### src/rtl/smg_display_arbiter.sv
// smg_display_arbiter: round-robin sharing of one 6-digit seven-segment display
// between NREQ number sources. Each grant is held for a minimum number of cycles
// unless the owner withdraws its request.
module smg_display_arbiter #(
    parameter int unsigned NREQ       = 3,
    parameter int unsigned HOLD_CYC   = 50_000_000,
    parameter int unsigned CNT_W      = 26,
    parameter logic [23:0] IDLE_VALUE = 24'h000000
) (
    input  logic                 CLK,
    input  logic                 RST,
    input  logic [NREQ-1:0]      req,
    input  logic [NREQ*24-1:0]   number_in,
    output logic [23:0]          number_sig,
    output logic [NREQ-1:0]      grant,
    output logic                 switch_pulse,
    output logic                 busy
);

    localparam int unsigned IDX_W = (NREQ > 1) ? $clog2(NREQ) : 1;

    typedef enum logic {
        ST_IDLE,
        ST_HOLD
    } state_e;

    state_e            state_q, state_d;
    logic [NREQ-1:0]   grant_q, grant_d;
    logic [IDX_W-1:0]  last_q, last_d;
    logic [CNT_W-1:0]  cnt_q, cnt_d;
    logic [23:0]       number_q, number_d;
    logic              pulse_q, pulse_d;
    logic              busy_q, busy_d;

    logic              win_found;
    logic [IDX_W-1:0]  win_idx;
    logic              decide;

    // Round-robin scan starting after the last winner; the last winner is checked last.
    always_comb begin
        win_found = 1'b0;
        win_idx   = '0;
        for (int k = 1; k <= int'(NREQ); k++) begin
            int unsigned idx;
            idx = (int'(last_q) + k) % int'(NREQ);
            if (!win_found && req[IDX_W'(idx)]) begin
                win_found = 1'b1;
                win_idx   = IDX_W'(idx);
            end
        end
        // In HOLD the owner is always last_q; decide on expiry or withdrawal.
        decide = (state_q == ST_IDLE) || (cnt_q == '0) || !req[last_q];
    end

    // Next-state, next-grant and next display value.
    always_comb begin
        state_d = state_q;
        grant_d = grant_q;
        last_d  = last_q;
        cnt_d   = cnt_q;
        pulse_d = 1'b0;
        if (decide) begin
            if (win_found) begin
                grant_d = NREQ'(1) << win_idx;
                last_d  = win_idx;
                cnt_d   = CNT_W'(HOLD_CYC - 1);
                state_d = ST_HOLD;
                pulse_d = (grant_q == '0) || (win_idx != last_q);
            end else begin
                grant_d = '0;
                cnt_d   = '0;
                state_d = ST_IDLE;
            end
        end else begin
            cnt_d = cnt_q - CNT_W'(1);
        end

        // Only the owner's slice is ever selected, so non-owner data cannot leak.
        number_d = IDLE_VALUE;
        for (int i = 0; i < int'(NREQ); i++) begin
            if (grant_d[i]) begin
                number_d = number_in[24*i +: 24];
            end
        end
        busy_d = |grant_d;
    end

    // State and registered outputs, synchronous active-high reset.
    always_ff @(posedge CLK) begin
        if (RST) begin
            state_q  <= ST_IDLE;
            grant_q  <= '0;
            last_q   <= IDX_W'(NREQ - 1);
            cnt_q    <= '0;
            number_q <= IDLE_VALUE;
            pulse_q  <= 1'b0;
            busy_q   <= 1'b0;
        end else begin
            state_q  <= state_d;
            grant_q  <= grant_d;
            last_q   <= last_d;
            cnt_q    <= cnt_d;
            number_q <= number_d;
            pulse_q  <= pulse_d;
            busy_q   <= busy_d;
        end
    end

    assign number_sig   = number_q;
    assign grant        = grant_q;
    assign switch_pulse = pulse_q;
    assign busy         = busy_q;

endmodule
### config.mk
export PLATFORM = sky130hd
export DESIGN_NAME = smg_display_arbiter
export DESIGN_NICKNAME = d
export VERILOG_FILES = /design/src/rtl/smg_display_arbiter.sv
export SDC_FILE = /design/constraint.sdc
export NUM_CORES = 1
export LEC_CHECK = 0
export CORE_UTILIZATION = 41
export CTS_BUF_LIST = sky130_fd_sc_hd__clkbuf_8
export DETAILED_ROUTE_END_ITERATION = 8
export PLACE_DENSITY = 0.79
export SLEW_MARGIN = 10
export SYNTH_ARGS = -nofsm -noshare
export SYNTH_HDL_FRONTEND = slang
export SYNTH_SLANG_ARGS = --single-unit
### constraint.sdc
create_clock -name CLK -period 2.3 [get_ports CLK]
set_input_delay 0.69 -clock CLK [delete_from_list [all_inputs] [get_ports CLK]]
set_output_delay 0.69 -clock CLK [all_outputs]
set_load 0.005 [all_outputs]
# Word level (Yosys, flattened, before mapping)

Index checks and enable logic that the tools add are counted.

Register bits: 58
Output and inout port bits: 29
Logic and storage cells: 58

Add/subtract/negate cells: 4
Divide/modulo/power cells: 3
$lt $le $gt $ge: 4
Equal/unequal tests: 1
Shift operators: 1
Muxes and demuxes: 22
Bitwise logic cells: 3
Reduce and logical (&&, ||, !) cells: 13

Operators with widths:

| operator                                                                  | count |
|---|---|
| 32-bit by 3-bit remainder unit with 32-bit output (second input constant) | 3 |
| 24-bit two-way mux                                                        | 3 |
| 26-bit two-way mux                                                        | 2 |
| 26-bit logical NOT                                                        | 1 |
| 26-bit by 1-bit subtractor with 26-bit output (second input constant)     | 1 |
| 2-bit by 3-bit < comparator with 1-bit output (second input constant)     | 4 |
| 1-bit binary-select mux with 2-bit select                                 | 4 |
| 1-bit two-way mux                                                         | 8 |
| 2-bit by 2-bit adder with 3-bit output (second input constant)            | 2 |
| 2-bit two-way mux                                                         | 3 |
| 3-bit two-way mux                                                         | 2 |
| 3-bit OR reduction                                                        | 2 |
| 2-bit by 1-bit adder with 3-bit output (second input constant)            | 1 |
| 1-bit logical NOT                                                         | 3 |
| 3-bit logical NOT                                                         | 1 |
| 1-bit logical OR                                                          | 3 |
| 1-bit inverter                                                            | 3 |
| 1-bit by 2-bit left shift with 3-bit output (first input constant)        | 1 |
| 1-bit logical AND                                                         | 2 |
| 2-bit inequality test                                                     | 1 |
| 2-bit AND reduction                                                       | 1 |

# Logic depth before layout (Yosys ltp)

Word-level depth: 17
Depth in mapped cells: 11
Gate-level depth less buffers: 9

# Least setup slack after synthesis

OpenSTA, ideal clock, no wires.

Path kind: flip-flop to flip-flop
Start point: reg last_q[0]
End point: reg number_q[0], in the netlist number_sig[0]
Arrival time: 2.376 ns
Data required time: 2.178 ns
Path slack: -0.197 ns
Stages on the path, launching flop included: 11
Buffers on the path: 1
Cells stage by stage: dfxtp_1 -> inv_1 -> ha_1 -> nor4bb_1 -> nand3_1 -> and3_1 -> a21boi_1 -> a21o_1 -> o211a_4 -> buf_6 -> a221o_1

Word-level cells in the longest chain between the ends: 17
Elaborated cells on any way between the ends: 32
Classes of those cells: add/sub: 3; div: 3; shift: 1; mux: 19; reduce/logical: 6

Ends and longest elaborated chain:

| element                                           | RTL line | RTL |
|---|---|---|
| from (decl)                                       | 29       | `logic [IDX_W-1:0] last_q, last_d;` |
| from (signal assigned)                            | 93       | `last_q <= IDX_W'(NREQ - 1);` |
| from (signal assigned)                            | 101      | `last_q <= last_d;` |
| 2-bit by 1-bit adder with 3-bit output            | 45       | `idx = (int'(last_q) + k) % int'(NREQ);` |
| 32-bit by 3-bit remainder unit with 32-bit output | 45       |  |
| 1-bit binary-select mux with 2-bit select         | 46       | `if (!win_found && req[IDX_W'(idx)]) begin` |
| 1-bit two-way mux (not written as such)           | 46       |  |
| 1-bit two-way mux                                 | 46       |  |
| 1-bit logical NOT                                 | 46       |  |
| 1-bit logical AND                                 | 46       |  |
| 1-bit two-way mux                                 | 46       |  |
| 1-bit logical NOT                                 | 46       |  |
| 1-bit logical AND                                 | 46       |  |
| 2-bit two-way mux                                 | 46       |  |
| 1-bit by 2-bit left shift with 3-bit output       | 64       | `grant_d = NREQ'(1) << win_idx;` |
| 3-bit two-way mux                                 | 63       | `if (win_found) begin` |
| 3-bit two-way mux *                               | 62       | `if (decide) begin` |
| 24-bit two-way mux (2 in a row)                   | 81       | `if (grant_d[i]) begin` |
| 24-bit two-way mux *                              | 81       |  |
| to (signal assigned)                              | 103      | `number_q <= number_d;` |
| to (decl)                                         | 31       | `logic [23:0] number_q, number_d;` |

Every way passes the cells marked *; elsewhere a longest branch is shown, timed or not. The select of a mux whose other input is x is not followed.
A chain may end at the register's enable or synchronous reset.

# Worst setup path in the final report

Start point: reg cnt_q[13]
End point: reg number_q[19], in the netlist number_sig[19]

Word-level cells in the longest chain between the ends: 7

Ends and longest elaborated chain:

| element                         | RTL line | RTL |
|---|---|---|
| from (decl)                     | 30       | `logic [CNT_W-1:0] cnt_q, cnt_d;` |
| from (signal assigned)          | 102      | `cnt_q <= cnt_d;` |
| 26-bit logical NOT *            | 52       | `decide = (state_q == ST_IDLE) \|\| (cnt_q == '0) \|\| !req[last_q];` |
| 1-bit logical OR * (2 in a row) | 52       |  |
| 3-bit two-way mux *             | 62       |  |
| 24-bit two-way mux (2 in a row) | 81       |  |
| 24-bit two-way mux *            | 81       |  |

Every way passes the cells marked *; elsewhere a longest branch is shown, timed or not.

==> results.json <==
{
  "outcome": "finished, violations left",
  "violations": "negative setup slack",
  "ys_seq_area_share_pct": 42.76,
  "path_buf_inv": 1,
  "dp.cells": 505,
  "final_cells": 537,
  "die_area_um2": 6951,
  "initial_core_util_pct": 42.52,
  "grt_max_degree": 28,
  "num-fill-cells": 362,
  "clock-sinks": 58,
  "path_delay_family": "simple AND/OR/NAND/NOR gates",
  "wl_per_cell_um": 19.90,
  "clockBufferDepth": 2,
  "cts_made_buffers": 9,
  "drv_cap": 0,
  "synthesis.nets": 366,
  "switchingPower_mw": 2.560,
  "placed_area_um2": 4222,
  "cp_slowest_cell": "or4_1",
  "hp-class": "flop to flop",
  "cp.arrival_ns": 2.93,
  "worstPathCellList": "or4_1 > nor3_4 > nand4_4 > and2_4 > a211oi_4 > buf_2 > and2_1 > a221o_1",
  "power_leakage_nw": 1.937,
  "worst_pin_slew_ns": 0.5751,
  "tritoncts": "yes",
  "cp.required_ns": 2.59,
  "yosysTopAreaCellShare_pct": 42.76,
  "synthArstFlopShare_pct": 0,
  "dieHeight_um": 83.38,
  "final_area_um2": 4913,
  "synth.distinct_cells": 54,
  "critPathLaunch": "cnt_q[13]$_SDFF_PP0_",
  "worstReg2RegStart": "cnt_q[13]$_SDFF_PP0_",
  "yosysWarnings": 0,
  "rows": 29,
  "fin_util_pct": 76.94,
  "grt_pass1_wl_um": 14740,
  "vias": 3109,
  "gp_congestion": 0.8147,
  "cellInternalPower_mw": 4.310,
  "drt_iter0_drc": 176,
  "h-tree-depth": 3,
  "worst-path-max-fanout": 5,
  "nets": 538,
  "crit_type": "flop to flop",
  "area_growth_pct": 80.97,
  "syn_area_per_cell_um2": 9.594,
  "pre_cts_ws_ns": -0.7013,
  "clock_skew_ns": 0.01059,
  "viasPerCell": 5.790,
  "clk_pin_slew_worst_paths_ns": 0.08,
  "dr.pass1.iters": 5,
  "p_clk_share_pct": 15.5,
  "synth-seq-cells": 58,
  "fin_ws_ns": -0.3391,
  "hpwl_um": 5489,
  "mostFrequentLayoutCell": "clkdlybuf4s50_1",
  "synth_edf_count": 0,
  "worstSetupStartpointType": "flop",
  "antennaDiodeCount": 0,
  "synthFlopType": "dfxtp_1",
  "final_cell_mix": "102 x clkdlybuf4s50_1, 52 x dfxtp_1, 50 x buf_4",
  "final_hold_viol_count": 0,
  "share_comb_of_total_power_pct": 60.6,
  "remaining_drc_errors": 0,
  "p_seq_share_pct": 23.8,
  "grt_usage_pct": 27.31,
  "core_area_um2": 6386,
  "period_share_pct": 114.7,
  "grt_pass1_vias": 3088,
  "crit_path_end_kind": "flop",
  "clk_latency_ns": 0.35,
  "hp-start": "cnt_q[0]$_SDFF_PP0_",
  "relSlewSlack_pct": 61.62,
  "port_buffers": 105,
  "syn_area_um2": 2715,
  "period_minus_slack_ns": 2.639,
  "syn_inst": 283,
  "ir_drop_v": 0.0007711,
  "swShare_pct": 37.26,
  "setup_viol": 50,
  "max_freq_mhz": 378.9,
  "netlist_top_cells_area": "dfxtp_1 43%, a221o_1 7.4%, and2_1 5.5%",
  "root_buffer": "clkbuf_8",
  "slowest_delay_ns": 0.63,
  "antenna_found_initial": 0,
  "power-per-cell-area_nw_per_um2": 1398,
  "die_w_um": 83.38,
  "grt_setup_unrepaired": "yes",
  "ant_nets": 0,
  "drive_gt1_share_pct": 30.65,
  "finalMaxSlewViolations": 0,
  "fin_tns_setup_ns": -8.010,
  "overflow": 0,
  "synth_top_cell_by_area": "dfxtp_1",
  "io_pins": 106,
  "routed_wl_um": 10690,
  "ctsHoldBuffers": 0
}
[logic make-up (layout without fill, tap and decap cells)]
kind of cell	after synthesis	after routing	synth area share (%)
fa+ha+maj	6	6	2.765
buf+inv	20	194	3.686
xor+xnor	24	24	7.742
mux	3	3	1.198
flops	58	58	42.76
simple gates	105	105	22.44
compound gates	67	70	19.40
[worst min-delay path, cell delays in order (launching register included)]
cell     delay (ns)
dfxtp_2        0.34
buf_4          0.11
o21ai_0        0.07
[cells in the mapped netlist, types with 3 or more instances]
| master | number |
|---|---|
| dfxtp_1 | 58 |
| inv_1 | 8 |
| a221o_2 | 4 |
| a31oi_1 | 3 |
| or3_1 | 3 |
| and2_1 | 24 |
| xor2_1 | 7 |
| o21ai_0 | 21 |
| a221o_1 | 20 |
| nand2_1 | 15 |
| nor4_1 | 4 |
| buf_1 | 3 |
| clkbuf_1 | 3 |
| nand2b_1 | 3 |
| a21oi_1 | 5 |
| ha_1 | 6 |
| nor2_1 | 18 |
| nand3_1 | 10 |
| xnor2_1 | 17 |
| nor3_1 | 8 |
[path summary, 6_finish.rpt]
| check | to | slack (ns) | cells after the start |
|---|---|---|---|
| worst max-delay path | number_sig[19]$_SDFF_PP0_ | -0.34 | 8 |
| worst min-delay path | cnt_q[0]$_SDFF_PP0_ | 0.56 | 2 |
| worst max register to register | number_sig[19]$_SDFF_PP0_ | -0.34 | 8 |
| worst min register to register | cnt_q[0]$_SDFF_PP0_ | 0.56 | 2 |
[layer usage]
| layer | routed length [µm] | vias to the layer above | global-route usage [%] |
|---|---|---|---|
| met2 | 5550 | 213 | 50.89 |
| met4 | 795 | 0 | 17.55 |
| met5 | 0 | - | 0 |
| met1 | 3619 | 1437 | 27.04 |
| met3 | 721 | 77 | 6.064 |
| li1 | - | 1382 | - |
[layout make-up]
| type | instances | area (µm²) | share of cell area, % |
|---|---|---|---|
| timing repair buffer | 170 | 1658 | 33.74 |
| sequential | 58 | 1169 | 23.78 |
| inverter | 8 | 30.03 | 0.6112 |
| clock inverter | 7 | 93.84 | 1.910 |
| multi-input combinational | 208 | 1743 | 35.47 |
| tap | 77 | 96.34 | 1.961 |
| clock buffer | 9 | 123.9 | 2.521 |
[stage by stage]
stage	hold slack, ns	total power, mW
after detailed placement	0.5361	4.581
after floorplan	0.4689	3.255
final	0.5597	6.870
after global placement	0.5370	4.510
after CTS	0.5550	6.348
after global routing	0.5938	7.190
[power by group through the flow]
| stage | Sequential (mW) | Combinational, mW | Clock, mW |
|---|---|---|---|
| CTS | 1.60 | 3.71 | 1.04 |
| global route | 1.67 | 4.42 | 1.11 |
| global placement | 1.59 | 2.92 | 0 |
| detailed placement | 1.59 | 2.99 | 0 |
| floorplan | 1.63 | 1.63 | 0 |
| finish | 1.64 | 4.16 | 1.07 |
[registers in the layout (all words and copies together) (netlist names)]
register and flops:
state_q 1, switch_pulse 1, cnt_q 26, grant 3, last_q 2, busy 1, number_sig 24
[timing repair]
item                                   in CTS  in global routing
setup endpoints to repair                  36                 58
pin swaps                                   8                 14
buffers inserted                            6                  2
resized for setup                          39                 32
endpoints found under the hold margin       0                  0
cloned                                      6                  4
No activity file was read; power rests on OpenSTA's default activity.
